## config.mk

```make
export PLATFORM = sky130hd
export DESIGN_NAME = instr_fetch_queue
export DESIGN_NICKNAME = d
export VERILOG_FILES = /design/src/rtl/instr_fetch_queue.sv
export SDC_FILE = /design/constraint.sdc
export NUM_CORES = 1
export LEC_CHECK = 0
export CORE_ASPECT_RATIO = 1.1
export CORE_UTILIZATION = 25
export DETAILED_ROUTE_END_ITERATION = 8
export GPL_TIMING_DRIVEN = 0
export PLACE_DENSITY = 0.53
export SETUP_SLACK_MARGIN = 0.5
export SLEW_MARGIN = 0
export SYNTH_ARGS = -nofsm -noshare
export SYNTH_HDL_FRONTEND = slang
export SYNTH_SLANG_ARGS = --single-unit
```

## constraint.sdc

```tcl
create_clock -name clk -period 3.3 [get_ports clk]
set_input_delay 0.33 -clock clk [delete_from_list [all_inputs] [get_ports clk]]
set_output_delay 0.33 -clock clk [all_outputs]
set_load 0.02 [all_outputs]
```

## src/rtl/instr_fetch_queue.sv

```systemverilog
// Instruction fetch queue: one-outstanding-request fetch FSM feeding a DEPTH-entry FIFO.
// Define FETCH_QUEUE_BYPASS_EN to let an empty queue forward returning data in the ack cycle.
module instr_fetch_queue #(
   parameter int              XLEN     = 32,
   parameter int              DEPTH    = 4,
   parameter logic [XLEN-1:0] RESET_PC = '0
) (
   input  logic            clk,
   input  logic            reset,
   output logic            fetch_req,
   output logic [XLEN-1:0] fetch_addr,
   input  logic            fetch_ack,
   input  logic [XLEN-1:0] fetch_data,
   input  logic            redirect_valid,
   input  logic [XLEN-1:0] redirect_pc,
   output logic            out_valid,
   input  logic            out_ready,
   output logic [XLEN-1:0] out_instr,
   output logic [XLEN-1:0] out_pc
);

   localparam int PW = $clog2(DEPTH);
   localparam int CW = PW + 1;

   typedef enum logic [1:0] {IDLE, WAIT, DRAIN} state_t;

   state_t          r_state;
   state_t          w_nextState;
   logic [XLEN-1:0] r_fetchPc;
   logic [XLEN-1:0] r_reqAddr;
   logic [PW-1:0]   r_rdPtr;
   logic [PW-1:0]   r_wrPtr;
   logic [CW-1:0]   r_count;
   logic [XLEN-1:0] r_instrMem [DEPTH];
   logic [XLEN-1:0] r_pcMem    [DEPTH];

   logic w_empty;
   logic w_notFull;
   logic w_issue;
   logic w_ackLive;
   logic w_bypass;
   logic w_push;
   logic w_pop;

   assign w_empty   = (r_count == '0);
   assign w_notFull = (r_count < CW'(DEPTH));
   assign w_issue   = (r_state == IDLE) && w_notFull && !redirect_valid;
   // Only an ack to a live (non-flushed) request carries an instruction we keep.
   assign w_ackLive = (r_state == WAIT) && fetch_ack && !redirect_valid;

`ifdef FETCH_QUEUE_BYPASS_EN
   assign w_bypass = w_ackLive && w_empty;
`else
   assign w_bypass = 1'b0;
`endif

   assign w_pop  = !w_empty && out_ready && !redirect_valid;
   assign w_push = w_ackLive && !(w_bypass && out_ready);

   always_ff @(posedge clk or posedge reset) begin
      if (reset) begin
         r_state <= IDLE;
      end else begin
         r_state <= w_nextState;
      end
   end

   always_comb begin
      w_nextState = r_state;
      case (r_state)
         IDLE: begin
            if (w_issue) begin
               w_nextState = WAIT;
            end
         end
         WAIT: begin
            if (fetch_ack) begin
               w_nextState = IDLE;
            end else if (redirect_valid) begin
               w_nextState = DRAIN;
            end
         end
         DRAIN: begin
            // A redirect here only retargets fetch_pc; the old response must still drain.
            if (fetch_ack) begin
               w_nextState = IDLE;
            end
         end
         default: w_nextState = IDLE;
      endcase
   end

   always_comb begin
      fetch_req  = 1'b0;
      fetch_addr = r_fetchPc;
      case (r_state)
         IDLE: begin
            fetch_req = w_issue && !reset;
         end
         WAIT, DRAIN: begin
            fetch_req  = 1'b1;
            fetch_addr = r_reqAddr;
         end
         default: begin
            fetch_req = 1'b0;
         end
      endcase

      out_valid = !w_empty || w_bypass;
      out_instr = '0;
      out_pc    = '0;
      if (!w_empty) begin
         out_instr = r_instrMem[r_rdPtr];
         out_pc    = r_pcMem[r_rdPtr];
      end else if (w_bypass) begin
         out_instr = fetch_data;
         out_pc    = r_reqAddr;
      end
   end

   always_ff @(posedge clk or posedge reset) begin
      if (reset) begin
         r_fetchPc <= RESET_PC;
         r_reqAddr <= RESET_PC;
      end else begin
         if (redirect_valid) begin
            r_fetchPc <= redirect_pc & ~XLEN'(3);
         end else if (w_ackLive) begin
            r_fetchPc <= r_reqAddr + XLEN'(4);
         end
         if (w_issue) begin
            r_reqAddr <= r_fetchPc;
         end
      end
   end

   // Flush wins over any same-cycle push or pop.
   always_ff @(posedge clk or posedge reset) begin
      if (reset) begin
         r_rdPtr <= '0;
         r_wrPtr <= '0;
         r_count <= '0;
      end else if (redirect_valid) begin
         r_rdPtr <= '0;
         r_wrPtr <= '0;
         r_count <= '0;
      end else begin
         if (w_push) begin
            r_wrPtr <= r_wrPtr + PW'(1);
         end
         if (w_pop) begin
            r_rdPtr <= r_rdPtr + PW'(1);
         end
         case ({w_push, w_pop})
            2'b10:   r_count <= r_count + CW'(1);
            2'b01:   r_count <= r_count - CW'(1);
            default: r_count <= r_count;
         endcase
      end
   end

   always_ff @(posedge clk) begin
      if (w_push) begin
         r_instrMem[r_wrPtr] <= fetch_data;
         r_pcMem[r_wrPtr]    <= r_reqAddr;
      end
   end

endmodule

```

-- After elaboration in Yosys (flattened, before gate mapping)
Memories as Yosys holds them, arrays and structs flattened.
Cells that the tools add are included.
- register bits after elaboration: 73
- word-level logic and storage cells: 57
- memories kept: 2
- input port bits: 69
- output and inout port bits: 98
- bits in writable memories: 256
- memories (name ; words ; bits a word ; read ports ; clocked after memory_dff ; write ports ; RTL line ; RTL):
    r_instrMem ; 4 ; 32 ; 1 ; 0 ; 1 ; 34 ; logic [XLEN-1:0] r_instrMem [DEPTH];
    r_pcMem ; 4 ; 32 ; 1 ; 0 ; 1 ; 35 ; logic [XLEN-1:0] r_pcMem [DEPTH];
- equality and inequality tests: 7
- add/sub/neg operators: 5
- reduce and logical (&&, ||, !) cells: 17
- magnitude comparators: 1
- multiplexer cells: 19
- operators with widths (kind ; number):
    $mux 32 ; 5
    $add 32x3->32 const B ; 1
    $mux 2 ; 8
    $logic_and 1x1->1 ; 7
    $pmux 2 s3 ; 1
    $pmux 3 s2 ; 1
    $add 2x1->2 const B ; 2
    $eq 2x1->1 const B ; 2
    $eq 2x2->1 const B ; 2
    $ne 2x2->1 const B ; 2
    $reduce_bool 2->1 ; 2
    $add 3x1->3 const B ; 1
    $logic_not 1->1 ; 3
    $logic_not 3->1 ; 1
    $lt 3x3->1 const B ; 1
    $mux 3 ; 1
    $ne 3x3->1 const B ; 1
    $reduce_and 3->1 ; 1
    $reduce_bool 3->1 ; 1
    $sub 3x1->3 const B ; 1
    $logic_not 2->1 ; 1
    $mux 1 ; 2
    $pmux 1 s2 ; 1
    $reduce_or 2->1 ; 1

-- Depth between registers and ports, before layout
- depth after elaboration: 7
- mapped depth: 8
- mapped depth without buffers: 8

-- Worst setup path after synthesis
No wires, ideal clock.
- kind: register -> register
- start point: register r_state[1]
- end point: memory r_instrMem[1][0] (enable)
- arrival time: 2750 ps
- stages on the path, launching flop included: 7
- setup slack: 122 ps
- setup time: 429 ps
- clock period less this slack: 3178 ps
- path buffers: 1
- required time: 2871 ps
- cells stage by stage: dfrtp_1 inv_1 ha_1 nand2_1 clkbuf_1 nor2_1 and2_1
- longest elaborated chain between the ends: 5
- RTL lines (what ; RTL line ; RTL):
    start: declaration ; 27 ; state_t r_state;
    start signal: assignment ; 64 ; r_state <= w_nextState;
    $eq 2x1->1 ; 49 ; assign w_ackLive = (r_state == WAIT) && fetch_ack && !redirect_valid;
    $logic_and 1x1->1 (2 in series) ; 49 ;
    $mux 1 ; 163 ; if (w_push) begin
    $mux 1 (not written as such) ; 164 ; r_instrMem[r_wrPtr] <= fetch_data;
    end: declaration ; 34 ;
No other way between the ends.

-- Worst setup path after layout
- start point: register r_rdPtr[0]
- end point: output port out_pc[31]
- longest elaborated chain between the ends: 2
- RTL lines (what ; RTL line ; RTL):
    start: declaration ; 31 ; logic [PW-1:0] r_rdPtr;
    start signal: assignment ; 152 ; r_rdPtr <= r_rdPtr + PW'(1);
    $mem_v2 4x32 ; n/a ;
    $mux 32 ; 112 ; if (!w_empty) begin
    end: declaration ; 19 ; output logic [XLEN-1:0] out_pc
No other way between the ends.

==> flow_metrics.py <==
metrics = {
    "sta": {
        "finalMaxSlewViolations": 0,
        "rsz0062_at_grt": "yes",
        "worst_slew_pin_slew_ns": 0.840,
        "setup_viol": 0,
        "whs_ns": 0.0941,
        "skew_final_ns": 0.0234,
        "timing.setup.tns_ns": 0,
        "final-hold-violation-count": 0,
        "layout_min_cycle_time_ns": 2.70,
        "max_slew_headroom_pct": 43.5,
        "fin_crit_sh_pct": 81.9,
        "fmax_mhz": 370,
    },
    "setup_path": {
        "cp.required_ns": 2.97,
        "path_class": "flop to output port",
        "worst_r2r_path_depth": 8,
        "rr_endpoint": "r_fetchPc[11]",
        "crit_path_start_kind": "flop",
        "r2r_start": "r_state[1]",
        "endpoint_of_the_worst_setup_timing_path": "out_pc[31]",
        "cp_data_arrival_time_ns": 2.37,
        "setup.reg_to_reg.worst_slack_ns": 0.75,
        "cp-end-kind": "output port",
        "crit_fanout": 7,
        "crit_path_start": "r_rdPtr[0]",
    },
    "floorplanning": {
        "die_y_um": 249,
        "die_width_um": 226,
        "coreArea_um2": 54700,
        "die-area_um2": 56200,
        "start_util_pct": 25.2,
        "fp-row-count": 90,
        "pin_count": 167,
    },
    "layout": {
        "final_net_count": 1128,
        "final_common_cell": "edfxtp_1",
        "mostFrequentLayoutCells": "edfxtp_1, dlygate4sd2_1, dfrtp_1, clkdlybuf4s50_1, and2_1",
        "finish.instance_area_um2": 18100,
        "post_route_cells_drive_above_1_share_pct": 23.9,
        "area.growth.synth_to_final_pct": 30.8,
        "finalNonFillerCells": 1815,
        "nFillCells": 5417,
    },
    "logic_synthesis": {
        "library_cells_used_by_synthesis": 41,
        "synth_flop_cell": "edfxtp_1",
        "synthesized_flop_and_latch_total": 329,
        "number_of_enable_flip_flop_cells_after_synthesis": 256,
        "synth-xor-area-share_pct": 1.84,
        "synth_top_family_by_area": "multiplexers",
        "synthesis.area_um2": 13800,
        "ys_warn_count": 0,
        "synth.yosys.seq_area_share_pct": 68.9,
        "synth_area_in_compound_gates_pct": 2.56,
        "synth.mux.area_fraction_pct": 15.9,
        "synth.net_count": 902,
        "synth-async-reset-ratio_pct": 22.2,
        "post_synth_and_or_nand_nor_area_fraction_pct": 8.29,
        "avgSynthCellArea_um2": 16.8,
        "synth_adder_area_share_pct": 1.05,
        "synthesis.instances": 822,
    },
    "detailed_routing": {
        "drt.antenna.violating_nets": 0,
        "wl_per_cell_um": 21.1,
        "routed_wl_mm": 38.2,
        "detail_route.vias_per_cell": 4.39,
        "routed-via-count": 7961,
        "drt_first_iter_violations": 510,
        "post_detailed_route_drc_marker_count": 0,
        "first_pass_iters": 5,
    },
    "min_path": {
        "worst_hold_path_type": "primary input to asynchronous set/reset pin",
    },
    "clocking": {
        "tritoncts_clock_tree": "done",
        "clock_sinks": 329,
        "worstSkewPairLatency_ns": 0.55,
        "clkTransAtPathRegs_ns": 0.06,
        "cts.htree.levels": 2,
        "numCtsBuffers": 38,
        "clockRootBuffer": "clkbuf_16",
        "clk_path_buf_depth": 3,
    },
    "placed_design": {
        "post_dp_cell_area_um2": 16500,
        "placed_cells": 1727,
        "routability_congestion_estimate": 0.754,
        "place.detailed.hpwl_mm": 24.4,
        "port_buf_inserts": 164,
    },
    "global_route": {
        "number_of_antenna_violations_at_the_first_check_in_global_routing": 0,
        "global_route.overflow_total": 0,
        "grt_pass1_wl_mm": 55.4,
        "via_count_of_the_first_global_routing_pass": 8421,
        "pin_count_of_the_biggest_net_entering_global_routing": 56,
        "gr-usage-all-layers_pct": 13.5,
    },
    "pwr": {
        "vdd_ir_drop_max_mv": 0.376,
        "cellLeakagePower_uw": 0.00639,
        "powerDensity_nw_per_um2": 881,
    },
    "outcome": {
        "outcome": "finished, final reports clean",
    },
    "job": {
        "max_cap_violations": 0,
    },
}
power by group:
part | internal (uW) | switching (uW) | leakage (uW)
Combinational | 2810 | 3180 | 0.00258
Clock | 2450 | 1690 | 0.000589
Sequential | 5130 | 652 | 0.00323
cell families after synthesis:
kind of cell             Yosys count
AO/OA/AOI/OAI                     56
buffers and inverters             54
multiplexers                     130
AND/OR/NAND/NOR                  213
XOR/XNOR                          29
flip-flops                       329
adder cells (fa/ha/maj)           11
per-layer routing:
metal | vias up | track usage [%] | wire [um]
met1 | 4072 | 17.7 | 16600
met5 | - | 0 | 0
met2 | 218 | 21.8 | 18200
met4 | 0 | 4.27 | 1130
met3 | 56 | 3.24 | 2280
li1 | 3615 | - | -
flip-flops by register name, summed over array words and instances, names as in the netlist:
name,cells
r_rdPtr,2
r_fetchPc,32
r_count,3
r_state,2
r_wrPtr,2
r_instrMem,128
r_reqAddr,32
r_pcMem,128
layout make-up:
cell class                      count  area [um2]  share of cell area, %
Sequential cell                   329        9520                   52.7
Multi-Input combinational cell    443        4150                   23.0
Timing Repair Buffer              182        1820                   10.1
Clock buffer                       49         992                   5.49
Tap cell                          736         921                   5.10
Buffer                             44         395                   2.19
Clock inverter                     21         221                   1.23
Inverter                           10        40.0                  0.222
Antenna cell                        1        2.50                 0.0139
stage by stage:
stage | utilization [%] | setup slack [ns] | power, uW
after floorplan | - | 0.612 | 9100
after global placement | 29.9 | -1.19 | 11800
after detailed placement | 30.2 | -0.133 | 11900
after CTS | 32.8 | 0.341 | 16100
after global routing | 33.0 | 0.478 | 16700
final | 33.0 | 0.598 | 15900
critical path: stages (launching register included):
cell             delay (ns)
dfrtp_2                0.41
buf_12                 0.15
mux4_2                 0.53
and2_1                 0.18
clkdlybuf4s50_1        0.54
worst min path at each step:
| stage | startpoint | to |
|---|---|---|
| finish | reset | r_count[1] |
| detailed placement | r_fetchPc[17] | r_reqAddr[17] |
| CTS | reset | r_count[0] |
| floorplan | fetch_data[0] | r_instrMem[0][0] |
| global placement | r_fetchPc[28] | r_reqAddr[28] |
| global route | reset | r_count[1] |
synth_stat cells (2+ instances only):
cell,instances,area share [%]
nor4_2,3,0.27
nand3_1,16,0.58
buf_2,5,0.18
o31ai_1,2,0.11
a21oi_1,20,0.72
mux2i_1,4,0.29
mux2_2,61,5.0
or4_1,3,0.16
nand4_1,5,0.23
ha_1,10,0.91
nand3_2,2,0.14
and2_1,71,3.2
o221ai_1,13,0.82
mux4_2,65,11
dfrtp_1,73,13
o21ai_0,15,0.54
nand2_1,62,1.7
nor3_1,7,0.25
nor3b_1,6,0.33
buf_1,6,0.16
nor2_1,27,0.73
edfxtp_1,256,56
xnor2_1,12,0.76
clkbuf_1,33,0.90
nor4_1,3,0.14
xor2_1,17,1.1
or3_1,2,0.091
inv_1,10,0.27
timing repair:
item	4_1_cts	5_1_grt
gates cloned	2	3
hold buffers	0	0
pin swaps	1	3
gates resized for setup	205	12
endpoints found under the setup margin	249	183
setup buffers	6	6
Power figures use the tool's default switching activity.
